==> src/rtl/load_store_unit_pkg.sv <==
// Shared definitions for the load/store unit: width defaults, funct3 codes,
// FSM state encoding and the funct3 legality/size decoder.
package load_store_unit_pkg;

    localparam int DATA_WIDTH_DEF = 32;
    localparam int ADDR_WIDTH_DEF = 32;

    localparam logic [2:0] F3_BYTE   = 3'b000;
    localparam logic [2:0] F3_HALF   = 3'b001;
    localparam logic [2:0] F3_WORD   = 3'b010;
    localparam logic [2:0] F3_DOUBLE = 3'b011;
    localparam logic [2:0] F3_BYTE_U = 3'b100;
    localparam logic [2:0] F3_HALF_U = 3'b101;
    localparam logic [2:0] F3_WORD_U = 3'b110;

    typedef enum logic [2:0] {
        ST_IDLE  = 3'd0,
        ST_ACC0  = 3'd1,
        ST_WAIT0 = 3'd2,
        ST_ACC1  = 3'd3,
        ST_WAIT1 = 3'd4,
        ST_RESP  = 3'd5
    } lsu_state_e;

    typedef struct packed {
        logic       legal;
        logic [1:0] size_log2;
        logic       is_unsigned;
    } f3_decode_t;

    // wide_en: the 64-bit only encodings (D, WU) are legal
    function automatic f3_decode_t decode_f3(input logic [2:0] func3, input logic we,
                                             input logic wide_en);
        f3_decode_t d;
        d.legal       = 1'b1;
        d.size_log2   = 2'd0;
        d.is_unsigned = 1'b0;
        case (func3)
            F3_BYTE:   d.size_log2 = 2'd0;
            F3_HALF:   d.size_log2 = 2'd1;
            F3_WORD:   d.size_log2 = 2'd2;
            F3_DOUBLE: begin
                d.size_log2 = 2'd3;
                d.legal     = wide_en;
            end
            F3_BYTE_U: begin
                d.is_unsigned = 1'b1;
                d.legal       = !we;
            end
            F3_HALF_U: begin
                d.size_log2   = 2'd1;
                d.is_unsigned = 1'b1;
                d.legal       = !we;
            end
            F3_WORD_U: begin
                d.size_log2   = 2'd2;
                d.is_unsigned = 1'b1;
                d.legal       = !we && wide_en;
            end
            default:   d.legal = 1'b0;
        endcase
        return d;
    endfunction

endpackage

==> src/rtl/lsu_align.sv <==
// Combinational lane/alignment datapath: byte lanes and shifted store data over
// two words, plus load extraction and sign/zero extension from two read words.
module lsu_align #(
    parameter  int DATA_WIDTH = 32,
    localparam int STRB       = DATA_WIDTH / 8,
    localparam int OFS        = $clog2(STRB)
) (
    input  logic [1:0]              size_log2,
    input  logic [OFS-1:0]          ofs,
    input  logic                    is_unsigned,
    input  logic [DATA_WIDTH-1:0]   wdata,
    input  logic [DATA_WIDTH-1:0]   rdata0,
    input  logic [DATA_WIDTH-1:0]   rdata1,
    output logic [2*STRB-1:0]       lanes,
    output logic [2*DATA_WIDTH-1:0] wide_wdata,
    output logic [DATA_WIDTH-1:0]   load_data
);

    logic [2*STRB-1:0]       size_mask;
    logic [2*DATA_WIDTH-1:0] wdata_ext;
    logic [2*DATA_WIDTH-1:0] rdata_shift;
    logic [DATA_WIDTH-1:0]   rdata_low;
    logic                    sign_bit;

    always_comb begin
        size_mask = '0;
        wdata_ext = '0;
        for (int i = 0; i < STRB; i++) begin
            if (i < (1 << size_log2)) begin
                size_mask[i]        = 1'b1;
                wdata_ext[i*8 +: 8] = wdata[i*8 +: 8];
            end
        end
        lanes      = size_mask << ofs;
        wide_wdata = wdata_ext << {ofs, 3'b000};

        rdata_shift = {rdata1, rdata0} >> {ofs, 3'b000};
        rdata_low   = rdata_shift[DATA_WIDTH-1:0];

        // sign comes from the top byte of the access, not of the word
        sign_bit = 1'b0;
        for (int i = 0; i < STRB; i++) begin
            if (i == (1 << size_log2) - 1) sign_bit = rdata_low[i*8+7];
        end
        sign_bit = sign_bit && !is_unsigned;

        load_data = '0;
        for (int i = 0; i < STRB; i++) begin
            load_data[i*8 +: 8] = (i < (1 << size_log2)) ? rdata_low[i*8 +: 8] : {8{sign_bit}};
        end
    end

endmodule

==> src/rtl/load_store_unit.sv <==
// Sequential load/store unit between execute and the data BRAM port.
// Define LSU_MISALIGNED_EN to split word-crossing accesses into two beats.
//
// state  | meaning
// IDLE   | ready for a request
// ACC0   | first (or only) memory beat requested, waiting for gnt
// WAIT0  | load beat 0 granted, waiting for rvalid
// ACC1   | second beat of a crossing access requested
// WAIT1  | load beat 1 granted, waiting for rvalid
// RESP   | one-cycle completion pulse
module load_store_unit
    import load_store_unit_pkg::*;
#(
    parameter int DATA_WIDTH = DATA_WIDTH_DEF,
    parameter int ADDR_WIDTH = ADDR_WIDTH_DEF
) (
    input  logic                      clk,
    input  logic                      rst,
    input  logic                      req_valid,
    output logic                      req_ready,
    input  logic                      req_we,
    input  logic [2:0]                req_func3,
    input  logic [ADDR_WIDTH-1:0]     req_addr,
    input  logic [DATA_WIDTH-1:0]     req_wdata,
    output logic                      mem_req,
    input  logic                      mem_gnt,
    output logic                      mem_we,
    output logic [ADDR_WIDTH-1:0]     mem_addr,
    output logic [DATA_WIDTH/8-1:0]   mem_byte_enb,
    output logic [DATA_WIDTH-1:0]     mem_wdata,
    input  logic [DATA_WIDTH-1:0]     mem_rdata,
    input  logic                      mem_rvalid,
    output logic                      rsp_valid,
    output logic [DATA_WIDTH-1:0]     rsp_rdata,
    output logic                      rsp_err
);

    localparam int   STRB    = DATA_WIDTH / 8;
    localparam int   OFS     = $clog2(STRB);
    localparam logic WIDE_EN = (DATA_WIDTH == 64);

    lsu_state_e state, state_next;

    logic                    we_q, uns_q, err_q;
    logic [1:0]              size_q;
    logic [ADDR_WIDTH-1:0]   addr_q;
    logic [DATA_WIDTH-1:0]   wdata_q, rdata0_q, rdata1_q;
    f3_decode_t              dec;
    logic                    accept, req_ok, crossing;
    logic [2*STRB-1:0]       lanes;
    logic [2*DATA_WIDTH-1:0] wide_wdata;
    logic [DATA_WIDTH-1:0]   load_data;
    logic [ADDR_WIDTH-1:0]   beat0_addr;

    assign dec        = decode_f3(req_func3, req_we, WIDE_EN);
    assign accept     = req_valid && (state == ST_IDLE);
    assign beat0_addr = {addr_q[ADDR_WIDTH-1:OFS], {OFS{1'b0}}};

`ifdef LSU_MISALIGNED_EN
    assign req_ok   = dec.legal;
    assign crossing = |lanes[2*STRB-1:STRB];
`else
    // without beat splitting only naturally aligned accesses are legal
    assign req_ok   = dec.legal &&
                      !(|(req_addr[OFS-1:0] & OFS'((1 << dec.size_log2) - 1)));
    assign crossing = 1'b0;
    assign rdata1_q = '0;
    logic unused_beat1;
    assign unused_beat1 = ^{lanes[2*STRB-1:STRB], wide_wdata[2*DATA_WIDTH-1:DATA_WIDTH]};
`endif

    lsu_align #(.DATA_WIDTH(DATA_WIDTH)) u_align (
        .size_log2   (size_q),
        .ofs         (addr_q[OFS-1:0]),
        .is_unsigned (uns_q),
        .wdata       (wdata_q),
        .rdata0      (rdata0_q),
        .rdata1      (rdata1_q),
        .lanes       (lanes),
        .wide_wdata  (wide_wdata),
        .load_data   (load_data)
    );

    always_ff @(posedge clk) begin
        if (rst) state <= ST_IDLE;
        else     state <= state_next;
    end

    always_ff @(posedge clk) begin
        if (rst) begin
            we_q     <= 1'b0;
            uns_q    <= 1'b0;
            err_q    <= 1'b0;
            size_q   <= 2'd0;
            addr_q   <= '0;
            wdata_q  <= '0;
            rdata0_q <= '0;
`ifdef LSU_MISALIGNED_EN
            rdata1_q <= '0;
`endif
        end else begin
            if (accept) begin
                we_q     <= req_we;
                uns_q    <= dec.is_unsigned;
                err_q    <= !req_ok;
                size_q   <= dec.size_log2;
                addr_q   <= req_addr;
                wdata_q  <= req_wdata;
                rdata0_q <= '0;
`ifdef LSU_MISALIGNED_EN
                rdata1_q <= '0;
`endif
            end
            if (state == ST_WAIT0 && mem_rvalid) rdata0_q <= mem_rdata;
`ifdef LSU_MISALIGNED_EN
            if (state == ST_WAIT1 && mem_rvalid) rdata1_q <= mem_rdata;
`endif
        end
    end

    always_comb begin
        state_next = state;
        case (state)
            ST_IDLE:  if (accept) state_next = req_ok ? ST_ACC0 : ST_RESP;
            ST_ACC0:  if (mem_gnt) begin
                if (!we_q)        state_next = ST_WAIT0;
                else if (crossing) state_next = ST_ACC1;
                else              state_next = ST_RESP;
            end
            ST_WAIT0: if (mem_rvalid) state_next = crossing ? ST_ACC1 : ST_RESP;
`ifdef LSU_MISALIGNED_EN
            ST_ACC1:  if (mem_gnt) state_next = we_q ? ST_RESP : ST_WAIT1;
            ST_WAIT1: if (mem_rvalid) state_next = ST_RESP;
`endif
            ST_RESP:  state_next = ST_IDLE;
            default:  state_next = ST_IDLE;
        endcase
    end

    always_comb begin
        req_ready    = (state == ST_IDLE);
        mem_req      = 1'b0;
        mem_we       = 1'b0;
        mem_addr     = '0;
        mem_byte_enb = '0;
        mem_wdata    = '0;
        rsp_valid    = 1'b0;
        rsp_rdata    = '0;
        rsp_err      = 1'b0;
        case (state)
            ST_ACC0: begin
                mem_req      = 1'b1;
                mem_we       = we_q;
                mem_addr     = beat0_addr;
                mem_byte_enb = lanes[STRB-1:0];
                mem_wdata    = we_q ? wide_wdata[DATA_WIDTH-1:0] : '0;
            end
`ifdef LSU_MISALIGNED_EN
            ST_ACC1: begin
                mem_req      = 1'b1;
                mem_we       = we_q;
                mem_addr     = beat0_addr + ADDR_WIDTH'(STRB);
                mem_byte_enb = lanes[2*STRB-1:STRB];
                mem_wdata    = we_q ? wide_wdata[2*DATA_WIDTH-1:DATA_WIDTH] : '0;
            end
`endif
            ST_RESP: begin
                rsp_valid = 1'b1;
                rsp_err   = err_q;
                rsp_rdata = (we_q || err_q) ? '0 : load_data;
            end
            default: ;
        endcase
    end

endmodule
==> config.mk <==
export PLATFORM = sky130hd
export DESIGN_NAME = load_store_unit
export DESIGN_NICKNAME = d
export VERILOG_FILES = /design/src/rtl/load_store_unit_pkg.sv /design/src/rtl/lsu_align.sv /design/src/rtl/load_store_unit.sv
export SDC_FILE = /design/constraint.sdc
export NUM_CORES = 1
export LEC_CHECK = 0
export CAP_MARGIN = 25
export CORE_AREA = 2 2 136 125
export DETAILED_ROUTE_END_ITERATION = 10
export DIE_AREA = 0 0 138 127
export GPL_ROUTABILITY_DRIVEN = 0
export MAX_ROUTING_LAYER = met4
export PLACE_DENSITY = 0.75
export SLEW_MARGIN = 20
export SYNTH_ARGS = -nofsm -noshare
export SYNTH_HDL_FRONTEND = slang
export SYNTH_SLANG_ARGS = --single-unit
==> constraint.sdc <==
create_clock -name clk -period 1.9 [get_ports clk]
set_clock_uncertainty 0.05 [all_clocks]
set_input_delay 0.475 -clock clk [delete_from_list [all_inputs] [get_ports clk]]
set_output_delay 0.475 -clock clk [all_outputs]
set_load 0.01 [all_outputs]
==> impl_metrics.py <==
metrics = {
    "clocking": {
        "clk_latency_ns": 0.35,
        "cts_root_buffer": "clkbuf_16",
        "cts_tree": "yes",
        "hold_buffers": 0,
        "clkTransAtPathRegs_ns": 0.07,
        "cts_max_level": 3,
        "clock_path_buffers": 2,
        "cts_inserted_buffers": 9,
        "clock_sinks": 104,
    },
    "run_status": {
        "violations": "setup timing",
        "outcome": "complete, but fails checks",
    },
    "routing": {
        "ant_nets": 0,
        "dr.pass1.iters": 5,
        "vias": 6632,
        "drt-initial-drc-count": 508,
        "wl_mm": 22.9,
        "drc_errors": 0,
        "wl_per_cell_um": 18.5,
        "viasPerCell": 5.36,
    },
    "sta": {
        "finalSetupViolCount": 99,
        "drv_slew": 0,
        "hold_viol": 0,
        "finalCritPeriodShare": 1.31,
        "fin_ws_ns": -0.594,
        "period_needed_ns": 2.49,
        "setup_tns_ns": -36.81,
        "rsz0062_at_grt": "yes",
        "fmax_ghz": 0.401,
    },
    "synthesis": {
        "synth_top_area_frac": 0.378,
        "synth_flop_cell": "dfxtp_1",
        "synth_common_cells": "171 x nand2_1, 104 x dfxtp_1, 102 x a21oi_1",
        "synth.largest_area_cell": "dfxtp_1",
        "synth_mux_area_frac": 0.0524,
        "async_flop_share": 0,
        "synth_xor_area_frac": 0,
        "synth_compound_area_frac": 0.224,
        "synth_edf_count": 0,
        "yosys_warnings": 0,
        "synth_seq_area_share": 0.378,
        "yosys.area_share.adder": 0,
        "synth_area_leaders": "dfxtp_1 38%, nand2_1 12%, a21oi_1 9.3%",
        "avgSynthCellArea_um2": 7.57,
        "postSynthCellCount": 728,
        "ys_ff_latch": 104,
        "synth_area_mm2": 0.00551,
        "synth_top_family_by_area": "simple AND/OR/NAND/NOR gates",
        "synth.most_common_cell": "nand2_1",
        "ys_types": 47,
        "yosys.area_share.simple": 0.277,
    },
    "worst_setup_path": {
        "cp_max_fo": 6,
        "critPathArrivalTime_ns": 1.97,
        "critPathSlowestCell": "dfxtp_4",
        "start_kind": "flip-flop",
        "path_cells": "mux2_4 -> a221oi_4 -> buf_6 -> buf_16 -> o32ai_4 -> buf_2",
        "r2r_slack_ns": 0.10,
        "worstPathRequired_ns": 1.37,
        "r2r_end": "wdata_q[6]",
        "rr_startpoint": "state[0]",
        "crit_path_end_kind": "primary output",
        "crit_type": "flip-flop to primary output",
        "rr_worst_depth": 6,
        "critPathMaxStageDelay_ns": 0.41,
    },
    "grt": {
        "grt_max_degree": 51,
        "grt_pass1_wl_mm": 33.7,
        "overflow": 0,
        "grt_pass1_vias": 6375,
        "antenna_found_initial": 0,
        "gr-usage-all-layers": 0.245,
    },
    "finish": {
        "n_antenna_cell": 0,
        "utilization": 0.643,
        "layout-drive-gt1-share": 0.428,
        "stdcell_area_mm2": 0.0103,
        "syn2layout_area_growth_pct": 86.2,
        "nets": 1132,
    },
    "hold_path": {
        "hold_end": "addr_q[28]",
        "whs_path_depth": 2,
        "hp-class": "flip-flop to flip-flop",
        "hp-start": "addr_q[28]",
    },
    "die": {
        "coreArea_mm2": 0.0160,
        "start_util": 0.345,
        "io_pins": 210,
        "die_w_um": 138,
        "die_y_um": 127,
        "placementRows": 44,
        "die_area_mm2": 0.0175,
    },
    "power_and_ir_drop": {
        "peakVddDrop_mv": 0.487,
        "power_density_mw_per_mm2": 637,
        "p_leak_nw": 3.99,
    },
    "place": {
        "port_buffers": 207,
        "hpwl_mm": 14.1,
        "place_area_mm2": 0.00860,
    },
    "run": {
        "maxCapViolCount": 0,
    },
}
## per-layer routing
metal | share of wire | vias up | GRT usage | wire (um)
li1 | - | 3127 | - | -
met1 | 0.42 | 3156 | 0.303 | 9550
met2 | 0.47 | 298 | 0.393 | 10700
met3 | 0.082 | 51 | 0.0648 | 1890
met4 | 0.031 | 0 | 0.0810 | 707
met5 | 0 | - | - | 0
## sequential cells by signal (all words and copies together) (netlist names)
register / flops
err_q: 1
we_q: 1
wdata_q: 32
uns_q: 1
state: 3
addr_q: 32
size_q: 2
rdata0_q: 32
## worst max-delay path by stage
stage                    from  slack (ns)             to
global route        addr_q[1]       -0.65  rsp_rdata[24]
CTS                 addr_q[1]       -0.60  rsp_rdata[21]
finish              addr_q[1]       -0.59  rsp_rdata[24]
global placement    addr_q[0]       -0.56  mem_wdata[18]
detailed placement  addr_q[0]       -0.54  mem_wdata[22]
floorplan           addr_q[0]       -0.06  mem_wdata[19]
## critical path: cells and delay by family (launching register included)
family | cells | cell delay (ns)
multiplexers | 1 | 0.35
flip-flops | 1 | 0.41
AO/OA/AOI/OAI | 2 | 0.40
buffers and inverters | 3 | 0.45
## layout make-up
type,instances,area [um^2]
Timing Repair Buffer,359,3590
Multi-Input combinational cell,541,3940
Clock buffer,12,278
Inverter,12,51.3
Tap cell,207,259
Fill cell,1271,5700
Sequential cell,104,2100
Clock inverter,3,47.5
## cells by family after synthesis
logic type / after synthesis
other: 1
buffers and inverters: 84
multiplexers: 26
AND/OR/NAND/NOR: 325
AO/OA/AOI/OAI: 188
flip-flops: 104
## placed cells by master, fill, tap and decap left out, drive strengths merged, types with 13 or more instances in the layout
| master | n |
|---|---|
| nand3 | 36 |
| mux2i | 15 |
| a221oi | 17 |
| and2 | 48 |
| a211oi | 25 |
| clkbuf | 13 |
| dfxtp | 104 |
| buf | 252 |
| nand2 | 171 |
| a21oi | 103 |
| clkdlybuf4s50 | 103 |
| nor3 | 19 |
| o32ai | 16 |
| nor2 | 24 |
## report_power, final
part           internal (mW)  total [mW]  switching (mW)
Clock                   1.17        2.02           0.851
Sequential              2.32        2.44           0.119
Combinational           1.10        2.08           0.985
## metrics by stage
step | setup slack, ns | total power [mW] | cells | hold WS, ns
finish | -0.594 | 6.54 | 1238 | 0.403
global route | -0.647 | 6.80 | 1238 | 0.423
CTS | -0.601 | 6.36 | 1220 | 0.403
detailed placement | -0.541 | 3.92 | 1156 | 0.392
global placement | -0.561 | 3.90 | 1156 | 0.387
floorplan | -0.0554 | 3.21 | 729 | 0.382
## repair_timing
action                                  4_1_cts  5_1_grt
pin swaps                                    48       45
buffers inserted                             42       29
resized for setup                           592      116
cloned                                        7        1
endpoints found under the setup margin      103      103
(Power assumes the default switching activity.)
